`src/rtl/adder_error_monitor_if.sv`:
```
// ----------------------------------------------------------------------------
// adder_error_monitor_if
// Purpose : bundles the control, sample handshake and result signals exchanged
//           between the evaluation harness (master) and adder_error_monitor
//           (slave).
// Signals : start, num_samples          - window control from the harness
//           in_valid, in_ready          - sample handshake
//           approx_res, exact_res       - {cout,sum} pair from the two adders
//           busy, done                  - window status
//           sample_count, err_count,
//           sum_ed, max_ed              - accumulated window results
// ----------------------------------------------------------------------------
interface adder_error_monitor_if #(
    parameter int N     = 4,
    parameter int CNT_W = 16,
    parameter int ACC_W = 32
);
    logic             start;
    logic [CNT_W-1:0] num_samples;
    logic             in_valid;
    logic             in_ready;
    logic [N:0]       approx_res;
    logic [N:0]       exact_res;
    logic             busy;
    logic             done;
    logic [CNT_W-1:0] sample_count;
    logic [CNT_W-1:0] err_count;
    logic [ACC_W-1:0] sum_ed;
    logic [N:0]       max_ed;

    modport master (
        output start, num_samples, in_valid, approx_res, exact_res,
        input  in_ready, busy, done, sample_count, err_count, sum_ed, max_ed
    );

    modport slave (
        input  start, num_samples, in_valid, approx_res, exact_res,
        output in_ready, busy, done, sample_count, err_count, sum_ed, max_ed
    );
endinterface

```
`src/rtl/adder_error_monitor.sv`:
```
// ----------------------------------------------------------------------------
// adder_error_monitor
// Purpose : characterises an approximate adder against the exact ripple-carry
//           adder over a programmed window of samples. Each accepted sample
//           pair yields an error distance ED = |approx - exact| (N+1 bits, no
//           wrap) and a not-equal flag; the window accumulates the error
//           count, a saturating ED sum and the maximum ED.
// Ports   : clk    - rising-edge clock
//           rst_n  - asynchronous active-low reset
//           io_mon - adder_error_monitor_if.slave (control, sample handshake,
//                    status and result outputs)
// ----------------------------------------------------------------------------
module adder_error_monitor #(
    parameter int N     = 4,
    parameter int CNT_W = 16,
    parameter int ACC_W = 32
) (
    input  logic                  clk,
    input  logic                  rst_n,
    adder_error_monitor_if.slave  io_mon
);

    typedef enum logic [1:0] {
        S_IDLE  = 2'd0,
        S_RUN   = 2'd1,
        S_DRAIN = 2'd2,
        S_DONE  = 2'd3
    } state_t;

    state_t           r_state;
    logic [CNT_W-1:0] r_window;
    logic [CNT_W-1:0] r_sample_count;
    logic [CNT_W-1:0] r_err_count;
    logic [ACC_W-1:0] r_sum_ed;
    logic [N:0]       r_max_ed;
    logic             r_pipe_valid;
    logic [N:0]       r_pipe_ed;
    logic             r_pipe_ne;
    logic             r_busy;
    logic             r_done;
    logic             r_in_ready;

    logic [N:0]       w_ed;
    logic             w_ne;
    logic             w_handshake;
    logic [ACC_W:0]   w_sum_wide;
    logic [ACC_W-1:0] w_sum_sat;
    logic [N:0]       w_max_next;
    logic [CNT_W-1:0] w_err_next;
    logic [CNT_W-1:0] w_count_next;

    // ED is taken as the magnitude of the difference so that it never wraps
    // modulo 2^(N+1). The sum is formed one bit wider so the carry out tells
    // us when to clamp at all-ones instead of rolling over.
    always_comb begin
        w_ed         = (io_mon.approx_res >= io_mon.exact_res)
                     ? (io_mon.approx_res - io_mon.exact_res)
                     : (io_mon.exact_res - io_mon.approx_res);
        w_ne         = (io_mon.approx_res != io_mon.exact_res);
        w_handshake  = io_mon.in_valid && r_in_ready;
        w_sum_wide   = {1'b0, r_sum_ed} + (ACC_W+1)'(r_pipe_ed);
        w_sum_sat    = w_sum_wide[ACC_W] ? '1 : w_sum_wide[ACC_W-1:0];
        w_max_next   = (r_pipe_ed > r_max_ed) ? r_pipe_ed : r_max_ed;
        w_err_next   = r_err_count + CNT_W'(r_pipe_ne);
        w_count_next = r_sample_count + CNT_W'(1);
    end

    // Window FSM. in_ready, busy and done are all registered so the harness
    // never sees a combinational path from in_valid to in_ready. A handshake
    // loads the one-entry pipeline; the entry is folded into the accumulators
    // on the following edge, which is why DRAIN exists after the last sample.
    always_ff @(posedge clk or negedge rst_n) begin
        if (!rst_n) begin
            r_state        <= S_IDLE;
            r_window       <= '0;
            r_sample_count <= '0;
            r_err_count    <= '0;
            r_sum_ed       <= '0;
            r_max_ed       <= '0;
            r_pipe_valid   <= 1'b0;
            r_pipe_ed      <= '0;
            r_pipe_ne      <= 1'b0;
            r_busy         <= 1'b0;
            r_done         <= 1'b0;
            r_in_ready     <= 1'b0;
        end else begin
            case (r_state)
                S_IDLE: begin
                    r_done <= 1'b0;
                    if (io_mon.start) begin
                        r_sample_count <= '0;
                        r_err_count    <= '0;
                        r_sum_ed       <= '0;
                        r_max_ed       <= '0;
                        r_pipe_valid   <= 1'b0;
                        if (io_mon.num_samples != '0) begin
                            r_window   <= io_mon.num_samples;
                            r_busy     <= 1'b1;
                            r_in_ready <= 1'b1;
                            r_state    <= S_RUN;
                        end else begin
                            // Empty window: results are already final.
                            r_done  <= 1'b1;
                            r_state <= S_DONE;
                        end
                    end
                end

                S_RUN: begin
                    if (r_pipe_valid) begin
                        r_err_count <= w_err_next;
                        r_sum_ed    <= w_sum_sat;
                        r_max_ed    <= w_max_next;
                    end
                    if (w_handshake) begin
                        r_pipe_ed      <= w_ed;
                        r_pipe_ne      <= w_ne;
                        r_pipe_valid   <= 1'b1;
                        r_sample_count <= w_count_next;
                        if (w_count_next == r_window) begin
                            r_in_ready <= 1'b0;
                            r_state    <= S_DRAIN;
                        end
                    end else begin
                        r_pipe_valid <= 1'b0;
                    end
                end

                S_DRAIN: begin
                    if (r_pipe_valid) begin
                        r_err_count <= w_err_next;
                        r_sum_ed    <= w_sum_sat;
                        r_max_ed    <= w_max_next;
                    end
                    r_pipe_valid <= 1'b0;
                    r_busy       <= 1'b0;
                    r_done       <= 1'b1;
                    r_state      <= S_DONE;
                end

                S_DONE: begin
                    // A start arriving here is deliberately dropped.
                    r_done  <= 1'b0;
                    r_state <= S_IDLE;
                end

                default: begin
                    r_state <= S_IDLE;
                end
            endcase
        end
    end

    assign io_mon.in_ready     = r_in_ready;
    assign io_mon.busy         = r_busy;
    assign io_mon.done         = r_done;
    assign io_mon.sample_count = r_sample_count;
    assign io_mon.err_count    = r_err_count;
    assign io_mon.sum_ed       = r_sum_ed;
    assign io_mon.max_ed       = r_max_ed;

endmodule

```
`src/flat_wrapper.sv`:
```
// flat-port wrapper written by rule: the top's interface ports become plain ports
module adder_error_monitor_flat 
#(
    parameter int N     = 4,
    parameter int CNT_W = 16,
    parameter int ACC_W = 32
)
  (clk, rst_n, io_mon_start, io_mon_num_samples, io_mon_in_valid, io_mon_approx_res, io_mon_exact_res, io_mon_in_ready, io_mon_busy, io_mon_done, io_mon_sample_count, io_mon_err_count, io_mon_sum_ed, io_mon_max_ed);
  adder_error_monitor_if #(.N(N), .CNT_W(CNT_W), .ACC_W(ACC_W)) io_mon_i ();
  input  logic clk;
  input  logic rst_n;
  input wire logic [$bits(io_mon_i.start)-1:0] io_mon_start;
  input wire logic [$bits(io_mon_i.num_samples)-1:0] io_mon_num_samples;
  input wire logic [$bits(io_mon_i.in_valid)-1:0] io_mon_in_valid;
  input wire logic [$bits(io_mon_i.approx_res)-1:0] io_mon_approx_res;
  input wire logic [$bits(io_mon_i.exact_res)-1:0] io_mon_exact_res;
  output wire logic [$bits(io_mon_i.in_ready)-1:0] io_mon_in_ready;
  output wire logic [$bits(io_mon_i.busy)-1:0] io_mon_busy;
  output wire logic [$bits(io_mon_i.done)-1:0] io_mon_done;
  output wire logic [$bits(io_mon_i.sample_count)-1:0] io_mon_sample_count;
  output wire logic [$bits(io_mon_i.err_count)-1:0] io_mon_err_count;
  output wire logic [$bits(io_mon_i.sum_ed)-1:0] io_mon_sum_ed;
  output wire logic [$bits(io_mon_i.max_ed)-1:0] io_mon_max_ed;
  assign io_mon_i.start = io_mon_start;
  assign io_mon_i.num_samples = io_mon_num_samples;
  assign io_mon_i.in_valid = io_mon_in_valid;
  assign io_mon_i.approx_res = io_mon_approx_res;
  assign io_mon_i.exact_res = io_mon_exact_res;
  assign io_mon_in_ready = io_mon_i.in_ready;
  assign io_mon_busy = io_mon_i.busy;
  assign io_mon_done = io_mon_i.done;
  assign io_mon_sample_count = io_mon_i.sample_count;
  assign io_mon_err_count = io_mon_i.err_count;
  assign io_mon_sum_ed = io_mon_i.sum_ed;
  assign io_mon_max_ed = io_mon_i.max_ed;
  adder_error_monitor #(.N(N), .CNT_W(CNT_W), .ACC_W(ACC_W)) u_core (.clk(clk), .rst_n(rst_n), .io_mon(io_mon_i));
endmodule
```
`config.mk`:
```
export PLATFORM = sky130hd
export DESIGN_NAME = adder_error_monitor_flat
export DESIGN_NICKNAME = d
export VERILOG_FILES = /design/src/rtl/adder_error_monitor_if.sv /design/src/rtl/adder_error_monitor.sv /design/src/flat_wrapper.sv
export SDC_FILE = /design/constraint.sdc
export NUM_CORES = 1
export LEC_CHECK = 0
export CAP_MARGIN = 5
export CORE_AREA = 2 2 127 129
export CTS_CLUSTER_SIZE = 25
export DETAILED_ROUTE_END_ITERATION = 6
export DIE_AREA = 0 0 129 131
export PLACE_DENSITY = 0.65
export REMOVE_ABC_BUFFERS = 1
export SETUP_SLACK_MARGIN = 0.2
export SKIP_CTS_REPAIR_TIMING = 1
export SLEW_MARGIN = 10
export SYNTH_ARGS = -nofsm -noshare
export SYNTH_HDL_FRONTEND = slang
export SYNTH_SLANG_ARGS = --single-unit
```
`constraint.sdc`:
```
create_clock -name clk -period 2.3 [get_ports clk]
set_clock_uncertainty 0.2 [all_clocks]
set_input_delay 0.575 -clock clk [delete_from_list [all_inputs] [get_ports clk]]
set_output_delay 0.575 -clock clk [all_outputs]
set_load 0.01 [all_outputs]
```
# ---- Word-level counts from Yosys, hierarchy flattened
# Cells that the tools add are included.
dict set report op_classes {
  addsub 5
  order_cmp 2
  eq_ne 11
  mux 31
  n_reduce_logical 18
}
# operator count
set op_table {}
lappend op_table {{$mux 32} 3}
lappend op_table {{$pmux 16 s2} 2}
lappend op_table {{$pmux 32 s2} 1}
lappend op_table {{$mux 16} 3}
lappend op_table {{$add 32x5->33} 1}
lappend op_table {{$mux 5} 4}
lappend op_table {{$add 16x1->16} 1}
lappend op_table {{$add 16x1->16 const B} 1}
lappend op_table {{$eq 16x16->1} 1}
lappend op_table {{$reduce_bool 16->1} 1}
lappend op_table {{$reduce_and 3->1} 5}
lappend op_table {{$ne 2x1->1 const B} 5}
lappend op_table {{$pmux 5 s2} 1}
lappend op_table {{$sub 5x5->5} 2}
lappend op_table {{$mux 1} 8}
lappend op_table {{$mux 2} 4}
lappend op_table {{$pmux 2 s4} 1}
lappend op_table {{$pmux 1 s3} 2}
lappend op_table {{$reduce_bool 2->1} 3}
lappend op_table {{$reduce_bool 3->1} 2}
lappend op_table {{$ge 5x5->1} 1}
lappend op_table {{$gt 5x5->1} 1}
lappend op_table {{$ne 5x5->1} 1}
lappend op_table {{$reduce_and 5->1} 1}
lappend op_table {{9 further kinds} 12}
dict set report totals {
  ff_bits 97
  output_inout_bits 72
  wordCells 79
}

# ---- Longest topological paths before layout
# Gate-level depths: netlist (run 1).
dict set report depth {
  ltp_word 5
  mapped_depth 11
  depth_no_buf 9
}

# ---- Worst setup path before layout (run 1)
# No wires, ideal clock.
dict set report synth_path {
  path_kind {input to register}
  from {in io_mon_exact_res[1]}
  to {reg u_core.r_pipe_ed[4]}
  arrival_time_ns 2.239
  required_ns 1.964
  path_slack_ns -0.276
  stages 9
  path_cell_list {inv_1 > ha_1 > nor2b_1 > o21ai_0 > a21oi_1 > o21a_1 > o21ai_0 > a21oi_1 > or3b_2}
}
dict set report synth_via {
  elab_chain_len 2
  elab_cells_between_ends 4
  classes_between {add/sub: 2; order compare: 1; mux: 1}
}
# item line
set synth_rtl {}
lappend synth_rtl {{start: declaration} flat_wrapper.sv:16} ;# input wire logic [$bits(io_mon_i.exact_res)-1:0] io_mon_exact_res;
lappend synth_rtl {{$sub 5x5->5 (tied with other cells)} adder_error_monitor.sv:58} ;# : (io_mon.exact_res - io_mon.approx_res);
lappend synth_rtl {{$mux 5 *} adder_error_monitor.sv:57} ;# ? (io_mon.approx_res - io_mon.exact_res)
lappend synth_rtl {{end signal: assignment} adder_error_monitor.sv:116} ;# r_pipe_ed <= w_ed;
lappend synth_rtl {{end: declaration} adder_error_monitor.sv:37} ;# logic [N:0] r_pipe_ed;
# Mark *: on every way between the ends. The rest lies on a longest branch, timed or not.
# A chain may end at the register's enable or synchronous reset.

# ---- Final worst setup path (run 1)
dict set report layout_path {
  from {reg u_core.r_sample_count[1] (netlist: u_core.io_mon.sample_count[1])}
  to {reg u_core.r_in_ready (netlist: u_core.io_mon.in_ready)}
}
dict set report layout_via {
  elab_chain_len 4
}
# item line
set layout_rtl {}
lappend layout_rtl {{start: declaration} adder_error_monitor.sv:32} ;# logic [CNT_W-1:0] r_sample_count;
lappend layout_rtl {{start signal: assignment} adder_error_monitor.sv:119} ;# r_sample_count <= w_count_next;
lappend layout_rtl {{$add 16x1->16} adder_error_monitor.sv:65} ;# w_count_next = r_sample_count + CNT_W'(1);
lappend layout_rtl {{$eq 16x16->1} adder_error_monitor.sv:120} ;# if (w_count_next == r_window) begin
lappend layout_rtl {{$ne 2x1->1 (no line)} -}
lappend layout_rtl {{$reduce_and 5->1 (no line)} -}
lappend layout_rtl {{end signal: assignment} adder_error_monitor.sv:85} ;# r_in_ready <= 1'b0;
lappend layout_rtl {{end signal: assignment} adder_error_monitor.sv:99} ;# r_in_ready <= 1'b1;
lappend layout_rtl {{end signal: assignment} adder_error_monitor.sv:121} ;# r_in_ready <= 1'b0;
lappend layout_rtl {{end: declaration} adder_error_monitor.sv:41} ;# logic r_in_ready;
# Every way passes these cells.

==> metrics.txt, run 1 <==
Synth Area in Compound Gates=0.193; fin. max-slew vios=0; register area share after synthesis=0.390; worst hold endpoint=u_core.io_mon.done$_DFFE_PN0P_; RSZ-0062 raised after global routing=true; Psw=4.16 mW; cell taking the most area after synthesis=dfrtp_1; final setup vio count=27; CTS tree=yes; clock transition at the registers of the reported paths=roughly 70 ps; Die W=about 130 um; power share of the combinational group=0.602; Netlist cell types=75; Post-DP HPWL=around 14 mm; All-Layer GR Usage=0.219; Std-Cell Rows=46; Synth Area in Adders=0.0640; simple-gate portion of the synthesized area=0.213; post-synth top area share=0.390; core area=15600 um2; drt first-iter violations=468; # clock sinks=slightly below 100; CTS buffer count=9; EDFF count, synth=0; Routed WL=21.6 mm; reg-to-reg slack, setup=-210 ps; WP data arrival=2560 ps; vias in the first global route=5940; Via Count=about 6700; Die Ht=~130 um; commonest non-fill, non-tap cell in the layout=buf_4; relative slew slack=0.603; fin nets=1042; n_diodes=0; share of cells above drive strength 1=0.436; reg-to-reg startpoint=u_core.io_mon.sample_count[1]$_DFFE_PN0P_; vias per cell=~5.6; final period utilization=1.09; synth warn=0; DRC=0; Avg Cell Area, Syn=between 8 and 9 um2; IO Pins=slightly above 100; Worst setup SP type=flip-flop; fin worst setup slack=-206 ps; Pwr Density=966 nW/um2; status=finished, violations left; dominant synthesized flop cell=dfrtp_1; Crit Path Class=flip-flop to flip-flop; max cap viols=0; Post-Syn Instances=692; post-synthesis mux area share=0.0471; overall power=about 10 mW; CTS root buf=clkbuf_16; HP Class=flip-flop to flip-flop; CP Capture Type=flip-flop; first-pass GRT wire length=about 29 mm; initial core utilization=0.399; Synth Register Bits=97; largest net degree at the start of global routing=41; fin crit period=2510 ps; LEAKAGE=5.70 nW; Routed wire per std cell=around 18 um; cells on worst reg2reg path=10; main combinational cell family by area after synthesis=simple AND/OR/NAND/NOR gates; Worst VDD drop=a little over 0.0005 V; synth top area cells=dfrtp_1 (39%), ha_1 (5.4%), o21ai_0 (4.9%), a21oi_1 (3.7%), nand2_1 (3.6%); die area=16900 um2; Layout area overhead=70.6%; PortBufs=a little over 100; Worst-Skew Late Latency=360 ps; failing checks=setup timing; Slew @ Worst Pin=~590 ps; buffers plus inverters on the worst setup path=2; fraction of registers with async set/reset=1.00; worst min-delay path startpoint=u_core.io_mon.done$_DFFE_PN0P_; sequential share of power=0.240; CP max FO=5; Antenna Nets Post-Route=0; Post-Layout Cell Count=around 1200; final hold violations=0; commonest non-fill, non-tap cells in the layout=buf_4 (159), dlymetal6s2s_1 (76), dfrtp_1 (74), nand2_1 (52), nor2_1 (43); Initial DRT Pass Iterations=5; critical path's slowest cell=dfrtp_1; critical path, cell by cell=ha_4 -> buf_6 -> and4_4 -> and3_4 -> nor4_4 -> nand4b_1 -> a2111oi_4 -> buf_4 -> o2111ai_2 -> o2bb2ai_1; Post-Synth XOR/XNOR Area=0.0435; Sw Ratio=0.406; Filler Cell Count=approximately 1100; initial antenna violation count=0; Reg2Reg Capture Point=u_core.io_mon.in_ready$_DFFE_PN0P_; Req. time, crit path=around 2400 ps; Bufs on Longest Clock Path=2; placed instance count=1127; GRT overflow=0; clock share of power=0.158; f_max=399 MHz; CP peak stage delay=slightly above 400 ps; Pint=6.08 mW; RD Place Congestion=0.889; CP top delay family=simple AND/OR/NAND/NOR gates; Mapped Area=a little over 6000 um2; CTS H-tree lvls=3; worst hold stages=2
[final cells by class]
type	instances	area (um2)	area share
clock buffer	14	274	0.0258
timing repair buffer	310	3020	0.285
tap	216	270	0.0255
clock inverter	2	35.0	0.00330
inverter	37	146	0.0138
sequential	97	2460	0.232
multi-input combinational	527	4410	0.415
[power by group through the flow]
| stage | clock (mW) | combinational, mW | sequential [mW] |
|---|---|---|---|
| after floorplan | 0 | 2.21 | 2.46 |
| after global placement | 0 | 4.29 | 2.42 |
| after detailed placement | 0 | 4.42 | 2.44 |
| after CTS | 1.64 | 4.45 | 2.41 |
| after global routing | 1.70 | 6.58 | 2.50 |
| final | 1.62 | 6.17 | 2.46 |
[worst max path at each step]
stage               slack, ps                                      start                                    to  cells past startpoint
finish                   -210  u_core.io_mon.sample_count[1]$_DFFE_PN0P_    u_core.io_mon.in_ready$_DFFE_PN0P_                     10
detailed placement       -960                        io_mon_exact_res[1]       u_core.r_pipe_ed[4]$_DFFE_PN0P_                     10
floorplan               -1270              u_core.r_state[0]$_DFFE_PN0P_  u_core.io_mon.sum_ed[29]$_DFFE_PN0P_                      7
global placement         -880                        io_mon_exact_res[1]       u_core.r_pipe_ed[4]$_DFFE_PN0P_                     10
global route             -300  u_core.io_mon.sample_count[1]$_DFFE_PN0P_    u_core.io_mon.in_ready$_DFFE_PN0P_                     10
CTS                      -590                        io_mon_exact_res[1]       u_core.r_pipe_ed[4]$_DFFE_PN0P_                     10
[cells by family (layout without fill, tap and decap cells)]
| group | count (synthesis) | count (layout) |
|---|---|---|
| multiplexers | 27 | 27 |
| AO/OA/AOI/OAI | 191 | 191 |
| flip-flops | 97 | 97 |
| buffers and inverters | 70 | 363 |
| XOR/XNOR | 30 | 30 |
| AND/OR/NAND/NOR | 247 | 249 |
| adder cells (fa/ha/maj) | 30 | 30 |
[tightest hold or removal path: stages, from the launching register on]
cell	delay [ps]
dfrtp_1	340
nand2_1	50
o21ai_0	70
[synthesized netlist by cell type, types with 4 or more instances]
cell type / number
buf_2: 9
a31oi_1: 15
o21ai_0: 61
xor2_1: 10
clkbuf_1: 13
o41ai_1: 5
and2_1: 7
dfrtp_1: 97
mux2_2: 18
nand4_1: 16
o31ai_1: 17
buf_1: 4
nand3_1: 34
mux2i_1: 9
and3_1: 12
nor3_1: 20
nor4_1: 10
nand2_1: 59
ha_1: 27
o21a_1: 4
nor2_1: 56
buf_4: 5
inv_1: 37
a21oi_1: 46
xnor2_1: 19
[layer usage]
| layer | part of all wire | wire length [um] | global-route usage |
|---|---|---|---|
| met3 | 0.051 | 1100 | 0.0314 |
| met2 | 0.53 | 11400 | 0.381 |
| met4 | 0.021 | 451 | 0.0857 |
| met5 | 0 | 0 | 0 |
| met1 | 0.40 | 8650 | 0.276 |
[through the flow]
stage               setup slack (ps)  TNS (ps)  utilization  cell area (um2)  hold WS, ps
floorplan                      -1270    -44920            -             6060         79.4
global placement                -879    -26920        0.546             8520          245
detailed placement              -960    -28330        0.546             8520          249
CTS                             -586    -17320        0.566             8830         -134
global route                    -298     -4970        0.680            10600          333
finish                          -206     -1800        0.680            10600          298
[registers in the layout, summed over array words and instances (netlist names)]
name / flops
u_core.r_pipe_ne: 1
u_core.io_mon.in_ready: 1
u_core.r_window: 16
u_core.io_mon.sample_count: 16
u_core.r_state: 2
u_core.io_mon.sum_ed: 32
u_core.io_mon.done: 1
u_core.io_mon.busy: 1
u_core.r_pipe_ed: 5
u_core.r_pipe_valid: 1
u_core.io_mon.err_count: 16
u_core.io_mon.max_ed: 5
Note: power is estimated with default switching activity, not from simulation.
==> inputs of run 2 (changes only) <==
--- a/config.mk
+++ b/config.mk
@@ -6,11 +6,13 @@
 export NUM_CORES = 1
 export LEC_CHECK = 0
 export CAP_MARGIN = 5
-export CORE_AREA = 2 2 127 129
+export CELL_PAD_IN_SITES_DETAIL_PLACEMENT = 1
+export CELL_PAD_IN_SITES_GLOBAL_PLACEMENT = 1
+export CORE_AREA = 2 2 133 135
 export CTS_CLUSTER_SIZE = 25
 export DETAILED_ROUTE_END_ITERATION = 6
-export DIE_AREA = 0 0 129 131
-export PLACE_DENSITY = 0.65
+export DIE_AREA = 0 0 135 137
+export PLACE_DENSITY_LB_ADDON = 0.1
 export REMOVE_ABC_BUFFERS = 1
 export SETUP_SLACK_MARGIN = 0.2
 export SKIP_CTS_REPAIR_TIMING = 1
==> run 2 against run 1 <==
Worst hold slack improved by 6.1 ps; non-clock buffer count is 18 higher; critical path depth rose by 1; sequential power hardly changed; utilization is 4.8 points lower; the run still ends with setup timing left; clock power rose by 13%; count of clock-buffer cells in the layout shrank 4; setup slack got worse by 96 ps; combinational power rose by 6.8%; critical endpoint is now u_core.r_state[0]$_DFFE_PN0P_; via count rose by 2.0%.
==> metrics.txt, run 2 (synthesis results as in run 1) <==
fin worst setup slack=-302 ps; Post-DP HPWL=between 15 and 20 mm; Req. time, crit path=between 2000 and 2500 ps; die area=around 18000 um2; cells on worst reg2reg path=11; placed cell area=roughly 8600 um2; DRC=0; power share of the combinational group=0.605; RD Place Congestion=0.842; final setup vio count=40; Worst-Skew Late Latency=around 370 ps; worst hold stages=2; # clock sinks=between 90 and 100; Reg2Reg Capture Point=u_core.r_state[0]$_DFFE_PN0P_; Slew @ Worst Pin=around 540 ps; worst min-delay path startpoint=u_core.io_mon.done$_DFFE_PN0P_; Crit Path Class=flip-flop to flip-flop; largest net degree at the start of global routing=42; PortBufs=101; Sw Ratio=0.427; final hold violations=0; worst hold endpoint=u_core.io_mon.done$_DFFE_PN0P_; CP top delay family=simple AND/OR/NAND/NOR gates; failing checks=setup timing; drt first-iter violations=between 200 and 300; critical path depth in cells=11; CTS buffer count=9; LEAKAGE=roughly 5.8 nW; fin crit period=2600 ps; Bufs on Longest Clock Path=2; buffers plus inverters on the worst setup path=3; RSZ-0062 raised after global routing=true; clock transition at the registers of the reported paths=80 ps; core area=17100 um2; Psw=between 4 and 5 mW; vias per cell=around 5.6; sequential share of power=0.226; commonest non-fill, non-tap cells in the layout=buf_4 (187), dlymetal6s2s_1 (82), dfrtp_1 (76), nand2_1 (54), nor2_1 (44); relative slew slack=0.639; Worst VDD drop=0.000659 V; f_max=between 300 and 400 MHz; critical path, cell by cell=ha_2 -> and4_4 -> and3_4 -> nor4_4 -> buf_4 -> nand4b_1 -> a2111oi_4 -> buf_4 -> buf_6 -> a31oi_4 -> a21oi_2; share of cells above drive strength 1=0.444; CP Capture Type=flip-flop; Via Count=just under 7000; commonest non-fill, non-tap cell in the layout=buf_4; Die Ht=between 100 and 150 um; Hold Slack=around 300 ps; Routed wire per std cell=approximately 22 um; max reg flops=32; Pint=6.24 mW; initial core utilization=0.365; clock share of power=0.169; Std-Cell Rows=48; CP max FO=4; Routed WL=about 27 mm; Post-Layout Inst Area=~11000 um2; HP Class=flip-flop to flip-flop; final period utilization=1.13; GRT overflow=0; critical path's slowest cell=dfrtp_1; vias in the first global route=between 6000 and 7000; reg-to-reg startpoint=u_core.io_mon.sample_count[1]$_DFFE_PN0P_; fin. max-slew vios=0; CTS root buf=clkbuf_16; CTS H-tree lvls=3; n_diodes=0; status=finished, violations left; Layout area overhead=73.5%; WP data arrival=between 2000 and 3000 ps; initial antenna violation count=0; Pwr Density=1010 nW/um2; CTS tree=yes; Initial DRT Pass Iterations=4; IO Pins=between 100 and 150; Worst setup SP type=flip-flop; reg-to-reg slack, setup=-300 ps; first-pass GRT wire length=between 30 and 40 mm; max cap viols=0; All-Layer GR Usage=0.233; Top cell by count, worst path=buf_4; Die W=around 140 um; CP peak stage delay=410 ps; Antenna Nets Post-Route=0; fin nets=around 1100
-- run 2: final cells by class --
cell class	count	area, um2
Sequential cell	97	2450
Timing Repair Buffer	328	3150
Clock inverter	6	114
Multi-Input combinational cell	526	4420
Inverter	37	146
Tap cell	225	282
Clock buffer	10	229
Fill cell	1839	6270
-- run 2: worst reg2reg max path: cells and delay by family (launching register included) --
family          cells  cell delay, ps
compound gates      3             480
fa+ha+maj           1             200
buf+inv             3             500
flops               1             410
simple gates        4             760
-- run 2: metrics by stage --
step / power, mW / util / setup slack (ps) / instances / setup TNS (ps)
2_1_floorplan: 4.67 / - / -1270 / 659 / -44920
3_3_place_gp: 6.76 / 0.504 / -852 / 1145 / -24500
3_5_place_dp: 6.95 / 0.504 / -1000 / 1145 / -28010
4_1_cts: 8.81 / 0.524 / -658 / 1161 / -15780
5_1_grt: 11.4 / 0.633 / -387 / 1229 / -8700
6_report: 10.9 / 0.633 / -302 / 1229 / -4610
-- run 2: how the worst max path moves through the flow --
stage	from	end	slack [ps]
floorplan	u_core.r_state[0]$_DFFE_PN0P_	u_core.io_mon.sum_ed[29]$_DFFE_PN0P_	-1270
global placement	io_mon_exact_res[1]	u_core.r_pipe_ed[4]$_DFFE_PN0P_	-850
CTS	io_mon_exact_res[1]	u_core.r_pipe_ed[3]$_DFFE_PN0P_	-660
global route	u_core.io_mon.sum_ed[0]$_DFFE_PN0P_	u_core.io_mon.sum_ed[28]$_DFFE_PN0P_	-390
finish	u_core.io_mon.sample_count[1]$_DFFE_PN0P_	u_core.r_state[0]$_DFFE_PN0P_	-300
detailed placement	io_mon_exact_res[1]	u_core.r_pipe_ed[4]$_DFFE_PN0P_	-1000
-- run 2: power groups by stage --
stage	Clock [mW]	Combinational (mW)	Sequential (mW)
2_1_floorplan	0	2.21	2.46
3_3_place_gp	0	4.32	2.44
3_5_place_dp	0	4.49	2.46
4_1_cts	1.83	4.56	2.42
5_1_grt	1.91	6.96	2.51
6_report	1.83	6.59	2.47
-- run 2: per-layer routing --
layer,GRT usage,part of all wire,vias up
li1,-,-,3140
met5,0,0,-
met3,0.0285,0.032,70
met1,0.276,0.40,3475
met2,0.434,0.53,179
met4,0.0775,0.039,0
